`src/rtl/fb_writer_pkg.sv`:
```
// fb_writer_pkg: shared types and status-word layout for fb_stream_writer
package fb_writer_pkg;
  typedef struct packed {
    logic        sof;
    logic [3:0]  be;
    logic [31:0] data;
  } fifo_entry_t;
  typedef enum logic {IDLE, WRITE} wr_state_t;
  localparam int RD_LEVEL_LSB = 0;
  localparam int RD_LEVEL_W   = 16;
  localparam int RD_FRAME_LSB = 16;
  localparam int RD_FRAME_W   = 16;
endpackage

```
`src/rtl/sync_fifo.sv`:
```
// sync_fifo: single-clock FIFO with registered full/empty/level and a pop-loaded output word
module sync_fifo #(
  parameter int W     = 8,
  parameter int DEPTH = 4,
  localparam int AW   = $clog2(DEPTH),
  localparam int LW   = AW + 1
) (
  input  logic          sys_clk,
  input  logic          sys_rst,
  input  logic          push,
  input  logic [W-1:0]  din,
  input  logic          pop,
  output logic [W-1:0]  head,
  output logic [W-1:0]  dout,
  output logic          full,
  output logic          empty,
  output logic [LW-1:0] level
);
  logic [W-1:0]  mem_q [DEPTH];
  logic [AW-1:0] wr_q, wr_d, rd_q, rd_d;
  logic [LW-1:0] level_q, level_d;
  logic          full_q, full_d, empty_q, empty_d, push_ok, pop_ok;
  logic [W-1:0]  dout_q, dout_d;
  always_comb begin
    push_ok = push & ~full_q;
    pop_ok  = pop & ~empty_q;
    wr_d    = wr_q + AW'(push_ok);
    rd_d    = rd_q + AW'(pop_ok);
    level_d = level_q + LW'(push_ok) - LW'(pop_ok);
    full_d  = level_d == LW'(DEPTH);
    empty_d = level_d == '0;
    dout_d  = pop_ok ? mem_q[rd_q] : dout_q;
  end
  always_ff @(posedge sys_clk or posedge sys_rst)
    if (sys_rst) begin
      wr_q    <= '0;
      rd_q    <= '0;
      level_q <= '0;
      full_q  <= 1'b0;
      empty_q <= 1'b1;
      dout_q  <= '0;
    end else begin
      wr_q    <= wr_d;
      rd_q    <= rd_d;
      level_q <= level_d;
      full_q  <= full_d;
      empty_q <= empty_d;
      dout_q  <= dout_d;
    end
  // Storage needs no reset: the pointers define which words are valid.
  always_ff @(posedge sys_clk)
    if (push_ok) mem_q[wr_q] <= din;
  assign head  = mem_q[rd_q];
  assign dout  = dout_q;
  assign full  = full_q;
  assign empty = empty_q;
  assign level = level_q;
endmodule

```
`src/rtl/fb_stream_writer.sv`:
```
// fb_stream_writer: Avalon-ST-style pixel push into a FIFO, drained as Avalon-MM writes to the framebuffer.
// Define FB_WRITER_SOF_EN to let writes with s_address[2]=1 queue start-of-frame markers.
module fb_stream_writer
  import fb_writer_pkg::*;
#(
  parameter int          HDISP      = 800,
  parameter int          VDISP      = 480,
  parameter logic [31:0] FB_BASE    = 32'h0000_0000,
  parameter int          FIFO_DEPTH = 16
) (
  input  logic        sys_clk,
  input  logic        sys_rst,
  input  logic [31:0] s_address,
  input  logic        s_write,
  input  logic [31:0] s_writedata,
  input  logic [3:0]  s_byteenable,
  input  logic        s_read,
  output logic [31:0] s_readdata,
  output logic        s_waitrequest,
  output logic [31:0] m_address,
  output logic        m_write,
  output logic [31:0] m_writedata,
  output logic [3:0]  m_byteenable,
  input  logic        m_waitrequest,
  output logic        frame_done
);
  localparam int NPIX = HDISP * VDISP;
  localparam int PW   = $clog2(NPIX);
  localparam int LW   = $clog2(FIFO_DEPTH) + 1;
  fifo_entry_t   in_e, head_e, out_e;
  logic          full, empty, pop, accept, wrap, frame_done_q, frame_done_d;
  logic [LW-1:0] level;
  wr_state_t     state_q, state_d;
  logic [PW-1:0] pix_cnt_q, pix_cnt_d;
  logic [15:0]   frame_cnt_q, frame_cnt_d;
  logic          unused_ok;
`ifdef FB_WRITER_SOF_EN
  assign in_e = '{sof: s_address[2], be: s_byteenable, data: s_writedata};
`else
  assign in_e = '{sof: 1'b0, be: s_byteenable, data: s_writedata};
`endif
  sync_fifo #(.W($bits(fifo_entry_t)), .DEPTH(FIFO_DEPTH)) u_fifo (
    .sys_clk(sys_clk), .sys_rst(sys_rst), .push(s_write), .din(in_e), .pop(pop),
    .head(head_e), .dout(out_e), .full(full), .empty(empty), .level(level)
  );
  always_comb begin
    accept       = state_q == WRITE && !m_waitrequest;
    wrap         = pix_cnt_q == PW'(NPIX - 1);
    pop          = !empty && (state_q == IDLE || accept);
    pix_cnt_d    = accept ? (wrap ? '0 : pix_cnt_q + 1'b1) : pix_cnt_q;
    frame_cnt_d  = frame_cnt_q + 16'(accept && wrap);
    frame_done_d = accept && wrap;
    state_d      = pop ? (head_e.sof ? IDLE : WRITE) : (accept ? IDLE : state_q);
    // A marker is consumed without a beat and restarts the frame address.
    if (pop && head_e.sof) pix_cnt_d = '0;
  end
  always_ff @(posedge sys_clk or posedge sys_rst)
    if (sys_rst) begin
      state_q      <= IDLE;
      pix_cnt_q    <= '0;
      frame_cnt_q  <= '0;
      frame_done_q <= 1'b0;
    end else begin
      state_q      <= state_d;
      pix_cnt_q    <= pix_cnt_d;
      frame_cnt_q  <= frame_cnt_d;
      frame_done_q <= frame_done_d;
    end
  assign m_write       = state_q == WRITE;
  assign m_address     = FB_BASE + 32'({pix_cnt_q, 2'b00});
  assign m_writedata   = out_e.data;
  assign m_byteenable  = out_e.be;
  assign frame_done    = frame_done_q;
  assign s_waitrequest = s_write & full;
  assign s_readdata[RD_FRAME_LSB +: RD_FRAME_W] = frame_cnt_q;
  assign s_readdata[RD_LEVEL_LSB +: RD_LEVEL_W] = RD_LEVEL_W'(level);
  assign unused_ok = &{1'b0, s_address, s_read, head_e.be, head_e.data, out_e.sof};
endmodule
```
`config.mk`:
```
export PLATFORM = sky130hd
export DESIGN_NAME = fb_stream_writer
export DESIGN_NICKNAME = d
export VERILOG_FILES = /design/src/rtl/fb_writer_pkg.sv /design/src/rtl/sync_fifo.sv /design/src/rtl/fb_stream_writer.sv
export SDC_FILE = /design/constraint.sdc
export NUM_CORES = 1
export LEC_CHECK = 0
export ABC_CLOCK_PERIOD_IN_PS = 3800
export CORE_ASPECT_RATIO = 0.9
export CORE_UTILIZATION = 30
export CTS_CLUSTER_DIAMETER = 50
export CTS_CLUSTER_SIZE = 14
export DETAILED_ROUTE_END_ITERATION = 7
export DONT_BUFFER_PORTS = 1
export PLACE_DENSITY = 0.47
export SLEW_MARGIN = 20
export SYNTH_ARGS = -nofsm -noshare
export SYNTH_HDL_FRONTEND = slang
export SYNTH_SLANG_ARGS = --single-unit
```
`constraint.sdc`:
```
create_clock -name sys_clk -period 3.8 [get_ports sys_clk]
set_input_delay 0.19 -clock sys_clk [delete_from_list [all_inputs] [get_ports sys_clk]]
set_output_delay 0.19 -clock sys_clk [all_outputs]
set_load 0.005 [all_outputs]
```
# Yosys cells after proc, flatten, opt, wreduce, memory -nomap -nowiden
# Memories as Yosys holds them, arrays and structs flattened. A register that Yosys moved wholly into a read port is not among the register bits.
# Index checks and enable logic that the tools add are counted.
[op_classes]
eq_ne = 2
bitwise_logic = 6
n_addsub = 6
mux = 8
n_reduce_logical = 10
[ops]
columns = ["op", "n"]
rows = [
  ["$mux 19", 3],
  ["$add 19x1->19 const B", 1],
  ["$eq 19x19->1 const B", 1],
  ["$add 16x1->16", 1],
  ["$add 4x1->4", 2],
  ["$add 5x1->5", 1],
  ["$eq 5x5->1 const B", 1],
  ["$logic_not 5->1", 1],
  ["$mux 1", 5],
  ["$sub 5x1->5", 1],
  ["$reduce_bool 2->1", 2],
  ["$and 1x1->1", 3],
  ["$logic_and 1x1->1", 3],
  ["$not 1->1", 3],
  ["$logic_not 1->1", 2],
  ["$logic_and 1x1->1 const B", 1],
  ["$logic_or 1x1->1", 1],
]
[word_totals]
out_inout_bits = 103
elab_cells = 42
register_bits = 52
inputBits = 73
n_memories = 1
ram_bits = 576
[mem_list]
columns = ["name", "depth", "word_bits", "read_ports", "rd_clocked_by_memory_dff", "wr", "line", "rtl"]
rows = [
  ["u_fifo.mem_q", 16, 36, 1, 1, 1, "sync_fifo.sv:19", "logic [W-1:0] mem_q [DEPTH];"],
]

# Depth between registers and ports, before layout
[logic_depth]
depth_word = 7
depth_mapped = 12
ltp_nobuf = 11

# By module
# Synthesis repeated with hierarchy kept, for this count alone.
[unflattened]
hier_cells = 1252
area_unflattened_um2 = 26375.3
[by_module_without_submodules]
columns = ["mod", "cells_each", "n_inst", "area_each_um2", "seq_area_each_um2"]
rows = [
  ["sync_fifo", 1059, 1, 24355.9, 19079.5],
  ["fb_stream_writer", 193, 1, 2019.4, 925.9],
]

# Worst setup path after synthesis
# OpenSTA, ideal clock, no wires.
[synth_path]
kind = "flip-flop to flip-flop"
startpoint = "register u_fifo.full_q, in the netlist u_fifo.full"
endpoint = "memory u_fifo.mem_q[0][0] (netlist name), enable pin"
path_slack_ps = -288
setup_time_ps = 474
path_buffers = 0
required_ps = 3326
arrival_time_ps = 3615
period_less_slack_ps = 4088
stages_incl_launch_ff = 4
cell_sequence = "dfrtp_1 nor2b_1 or3b_2 nor3_1"
[synth_between]
elab_chain_len = 4
[synth_rtl]
columns = ["element", "line", "rtl"]
rows = [
  ["start, declared", "sync_fifo.sv:22", "logic full_q, full_d, empty_q, empty_d, push_ok, pop_ok;"],
  ["start signal, assigned", "sync_fifo.sv:46", "full_q <= full_d;"],
  ["$not 1->1", "sync_fifo.sv:25", "push_ok = push & ~full_q;"],
  ["$and 1x1->1", "sync_fifo.sv:25", ""],
  ["$mux 1", "sync_fifo.sv:52", "if (push_ok) mem_q[wr_q] <= din;"],
  ["$mux 1 (implied by the code)", "sync_fifo.sv:52", ""],
  ["end, declared", "sync_fifo.sv:19", ""],
]
# Every way passes these cells.

# Worst setup path after layout
[layout_path]
startpoint = "register state_q, in the netlist m_write"
endpoint = "register u_fifo.full_q, in the netlist u_fifo.full"
[layout_between]
elab_chain_len = 6
elab_cells_between_ends = 7
classes_between = "add/sub (1); eq/ne (1); bitwise (2); reduce/logical (3)"
[layout_rtl]
columns = ["element", "line", "rtl"]
rows = [
  ["start, declared", "fb_stream_writer.sv:33", "wr_state_t state_q, state_d;"],
  ["start signal, assigned", "fb_stream_writer.sv:64", "state_q <= state_d;"],
  ["$logic_and 1x1->1 or $not 1->1 (tied branches)", "fb_stream_writer.sv:47, fb_stream_writer.sv:49", ""],
  ["$logic_or 1x1->1 (*)", "fb_stream_writer.sv:49", "pop = !empty && (state_q == IDLE || accept);"],
  ["$logic_and 1x1->1 (*)", "fb_stream_writer.sv:49", ""],
  ["named net pop", "fb_stream_writer.sv:31", "logic full, empty, pop, accept, wrap, frame_done_q, frame_done_d;"],
  ["$and 1x1->1 (*)", "sync_fifo.sv:26", "pop_ok = pop & ~empty_q;"],
  ["$sub 5x1->5 (*)", "sync_fifo.sv:29", "level_d = level_q + LW'(push_ok) - LW'(pop_ok);"],
  ["named net u_fifo.level_d[4]", "sync_fifo.sv:21", "logic [LW-1:0] level_q, level_d;"],
  ["$eq 5x5->1 (*)", "sync_fifo.sv:30", "full_d = level_d == LW'(DEPTH);"],
  ["named net u_fifo.full_d", "sync_fifo.sv:22", ""],
]
# The timed path passes the listed nets; every way through them passes the cells marked *.
# A chain may end at the register's enable or synchronous reset.

==> run_summary.xml <==
<?xml version="1.0" encoding="UTF-8"?>
<metrics>
  <group name="yosys">
    <metric name="post_synth_num_cell_types" unit="">46</metric>
    <metric name="syn-mean-instance-area" unit="um2">20.6</metric>
    <metric name="synth_compound_gate_area_share" unit="">0.0278</metric>
    <metric name="share_of_cell_area_taken_by_muxes_after_synthesis" unit="">0.150</metric>
    <metric name="post_synth_and_or_nand_nor_area_fraction" unit="">0.0236</metric>
    <metric name="synthCells" unit="">1246</metric>
    <metric name="synth_top_family_by_area" unit="">multiplexers</metric>
    <metric name="synth_adder_area_share" unit="">0.00711</metric>
    <metric name="synth-async-reset-ratio" unit="">0.133</metric>
    <metric name="synthDominantAreaCellType" unit="">edfxtp_1</metric>
    <metric name="netlist.area_leader.share" unit="">0.673</metric>
    <metric name="number_of_enable_type_register_cells_in_the_synthesized_netlist" unit="">576</metric>
    <metric name="synth-warning-count" unit="">0</metric>
    <metric name="netlist_top_cells_area" unit="">edfxtp_1, mux4_2, dfrtp_1, mux2i_1, mux2_2</metric>
    <metric name="most_used_dff_post_synth" unit="">edfxtp_1</metric>
    <metric name="synth_seq_cells" unit="">664</metric>
    <metric name="mappedNetlistArea" unit="um2">25700</metric>
    <metric name="synthesized_area_fraction_occupied_by_xor_and_xnor_cells" unit="">0.0116</metric>
    <metric name="synth-seq-area-share" unit="">0.759</metric>
  </group>
  <group name="timing">
    <metric name="finalHoldWorstSlack" unit="ns">0.0559</metric>
    <metric name="finalSetupViolations" unit="">0</metric>
    <metric name="max-slew-margin-rel" unit="">0.335</metric>
    <metric name="fin_skew" unit="ns">0.0233</metric>
    <metric name="maxClockFrequency" unit="GHz">0.356</metric>
    <metric name="timing_worst_slew_pin_value" unit="ns">0.997</metric>
    <metric name="setup-tns-final" unit="ns">0</metric>
    <metric name="post-route-period-util" unit="">0.739</metric>
    <metric name="final_hold_viol_count" unit="">0</metric>
    <metric name="post-route-worst-setup-slack" unit="ns">0.993</metric>
    <metric name="unrepaired_setup_endpoints_after_global_routing" unit="">no</metric>
    <metric name="min_period" unit="ns">2.81</metric>
    <metric name="maxSlewViolCount" unit="">0</metric>
  </group>
  <group name="global_route">
    <metric name="grt.total_usage" unit="">0.140</metric>
    <metric name="antenna_found_initial" unit="">5</metric>
    <metric name="grt_pass1_wl" unit="um">89700</metric>
    <metric name="via_count_of_the_first_global_routing_pass" unit="">13116</metric>
    <metric name="maximum_number_of_pins_on_one_net_before_global_route_repair" unit="">58</metric>
    <metric name="overflow" unit="">0</metric>
  </group>
  <group name="detailed_routing">
    <metric name="post_drt_wl_per_cell" unit="um">23.8</metric>
    <metric name="postRouteWirelength" unit="um">60100</metric>
    <metric name="vias_per_cell" unit="">4.83</metric>
    <metric name="drt-pass1-iter-count" unit="">5</metric>
    <metric name="num_vias" unit="">12199</metric>
    <metric name="drtIter0Drc" unit="">768</metric>
    <metric name="detail-route-antenna-nets" unit="">0</metric>
    <metric name="drc" unit="">0</metric>
  </group>
  <group name="layout">
    <metric name="final.fill_count" unit="">7819</metric>
    <metric name="antenna_cells" unit="">0</metric>
    <metric name="layout.nets" unit="">1420</metric>
    <metric name="drive_above_1_share" unit="">0.251</metric>
    <metric name="area_delta_synth_final" unit="%">17.3</metric>
    <metric name="design_area" unit="um2">30200</metric>
  </group>
  <group name="clock_tree">
    <metric name="cts.sinks" unit="">664</metric>
    <metric name="cts_made_buffers" unit="">76</metric>
    <metric name="cts-hold-fix-buffers" unit="">38</metric>
    <metric name="post_cts.resized_instances" unit="">0</metric>
    <metric name="clk_transition_reported_paths" unit="ns">0.06</metric>
    <metric name="htree_levels" unit="">3</metric>
    <metric name="clock_insertion_delay_worst_skew" unit="ns">0.61</metric>
    <metric name="cts-root-to-sink-buffers" unit="">3</metric>
    <metric name="number_of_setup_buffers_added_after_cts" unit="">0</metric>
    <metric name="tritoncts_clock_tree" unit="">yes</metric>
    <metric name="root_buffer" unit="">clkbuf_16</metric>
  </group>
  <group name="floorplanning">
    <metric name="start_util" unit="">0.304</metric>
    <metric name="ios" unit="">176</metric>
    <metric name="core-area" unit="um2">84500</metric>
    <metric name="floorplan.die.height" unit="um">280</metric>
    <metric name="rows" unit="">101</metric>
    <metric name="dieArea" unit="um2">86900</metric>
    <metric name="dieWidth" unit="um">311</metric>
  </group>
  <group name="job">
    <metric name="max_cap_violations" unit="">0</metric>
  </group>
  <group name="setup_path">
    <metric name="critical_path_required" unit="ns">4.30</metric>
    <metric name="critical_path.startpoint" unit="">m_write</metric>
    <metric name="timing.critical_path.fanout_max" unit="">7</metric>
    <metric name="worstRegToRegCells" unit="">11</metric>
    <metric name="reg2reg_from" unit="">m_write</metric>
    <metric name="worstSetupStartpointType" unit="">flip-flop</metric>
    <metric name="worstSetupPathType" unit="">flip-flop to flip-flop</metric>
    <metric name="cp.arrival" unit="ns">3.31</metric>
    <metric name="end_kind" unit="">flip-flop</metric>
  </group>
  <group name="status">
    <metric name="run_status" unit="">finished, final reports clean</metric>
  </group>
  <group name="pwr">
    <metric name="cellPowerDensity" unit="nW/um2">738</metric>
    <metric name="p_leak" unit="nW">9.97</metric>
    <metric name="totalPowerFinal" unit="mW">22.3</metric>
    <metric name="vdd_ir_drop_max" unit="V">0.000444</metric>
  </group>
  <group name="placement">
    <metric name="buffer_ports.inserted" unit="">0</metric>
    <metric name="place_area" unit="um2">27300</metric>
    <metric name="place_hpwl" unit="um">31700</metric>
    <metric name="gpl.final_weighted_congestion" unit="">0.715</metric>
    <metric name="preCtsSetupSlack" unit="ns">0.992</metric>
  </group>
  <group name="min_path">
    <metric name="worst_hold_path_type" unit="">input pin to flip-flop</metric>
    <metric name="whs_path_depth" unit="">3</metric>
    <metric name="hold_start" unit="">m_waitrequest</metric>
  </group>
</metrics>
per-layer routing:
| metal | track usage | routed length [um] |
|---|---|---|
| met3 | 0.0301 | 2620 |
| met1 | 0.186 | 26800 |
| met5 | 0 | 40 |
| met2 | 0.232 | 29500 |
| met4 | 0.0374 | 1190 |
worst paths after layout:
kind	end	slack, ns
setup / recovery	u_fifo.full	0.99
hold / removal	pix_cnt_q[4]	0.06
setup reg to reg	u_fifo.full	0.99
hold reg to reg	m_write	0.45
max in group asynchronous	u_fifo.empty	2.57
min in group asynchronous	frame_cnt_q[12]	0.31
area by class of cell:
type	instances	area, um2	area share
clock inverters	48	485	0.0161
multi-input cells	507	5870	0.195
well taps	1133	1420	0.0470
inverters	13	51.3	0.00170
repair buffers	71	828	0.0275
flip-flops and latches	664	19500	0.647
clock buffers	90	2000	0.0662
cell usage in the layout (no fill, tap or decap), types with 6 or more instances in the layout:
master / synthesis / final
edfxtp_1: 576 / 576
mux4_2: 132 / 132
dfrtp_1: 87 / 83
clkbuf_16: 0 / 77
mux2i_1: 49 / 49
dlygate4sd3_1: 0 / 38
a22oi_1: 36 / 36
mux2_2: 35 / 35
nand2_1: 29 / 29
conb_1: 1 / 24
o31ai_1: 21 / 21
xnor2_1: 20 / 20
buf_4: 30 / 17
buf_12: 0 / 16
o21ai_1: 15 / 15
xor2_1: 14 / 14
nor2_1: 25 / 13
ha_1: 13 / 13
inv_6: 0 / 13
inv_1: 13 / 12
nor2_4: 0 / 12
a221oi_1: 12 / 12
nand3_1: 11 / 11
clkbuf_1: 33 / 11
nand4_1: 9 / 9
and2_1: 7 / 7
clkinv_2: 0 / 7
clkinvlp_4: 0 / 7
o21ai_0: 6 / 6
inv_8: 0 / 6
kinds of logic after synthesis:
family / count (synthesis)
flip-flops: 664
adder cells (fa/ha/maj): 14
XOR/XNOR: 34
buffers and inverters: 98
other: 1
multiplexers: 216
AND/OR/NAND/NOR: 118
AO/OA/AOI/OAI: 101
synthesized netlist by cell type, types with 4 or more instances:
cell type,number
edfxtp_1,576
a22oi_1,36
mux2_2,35
a221oi_1,12
clkbuf_1,33
and4_1,4
and3_1,5
buf_6,6
xnor2_1,20
xor2_1,14
a21oi_1,5
dfrtp_1,87
buf_4,30
o21ai_0,6
mux4_2,132
o31ai_1,21
mux2i_1,49
nor3_1,8
nor2_1,25
nand4_1,9
nand2b_1,4
nand3_1,11
and2_1,7
ha_1,13
o21ai_1,15
nand2_1,29
buf_2,13
inv_1,13
power breakdown:
part | internal [mW] | switching (mW) | leakage (nW)
Clock | 4.08 | 3.12 | 1.20
Combinational | 2.54 | 2.92 | 2.46
Sequential | 8.90 | 0.693 | 6.31
metrics by stage:
step           std cells  utilization
4_1_cts             2526        0.357
5_1_grt             2526        0.357
2_1_floorplan       1269            -
6_report            2526        0.357
3_3_place_gp        2350        0.323
3_5_place_dp        2350        0.323
critical path, cell delays in order (launching register included):
cell and delay, ns:
dfrtp_1 0.60, nand2_1 0.15, nand2b_2 0.11, inv_1 0.12, ha_1 0.31, inv_1 0.04, ha_1 0.20, fa_1 0.44
a21o_1 0.17, a21oi_1 0.16, xnor2_1 0.18, nor3b_1 0.23
flip-flops by register name (all words and copies together), names as in the netlist:
register      flops
u_fifo.mem_q    576
pix_cnt_q        19
u_fifo.empty      1
u_fifo.dout      36
u_fifo.rd_q       4
m_write           1
u_fifo.full       1
u_fifo.wr_q       4
u_fifo.level      5
frame_cnt_q      16
frame_done        1
(Power assumes the default switching activity.)
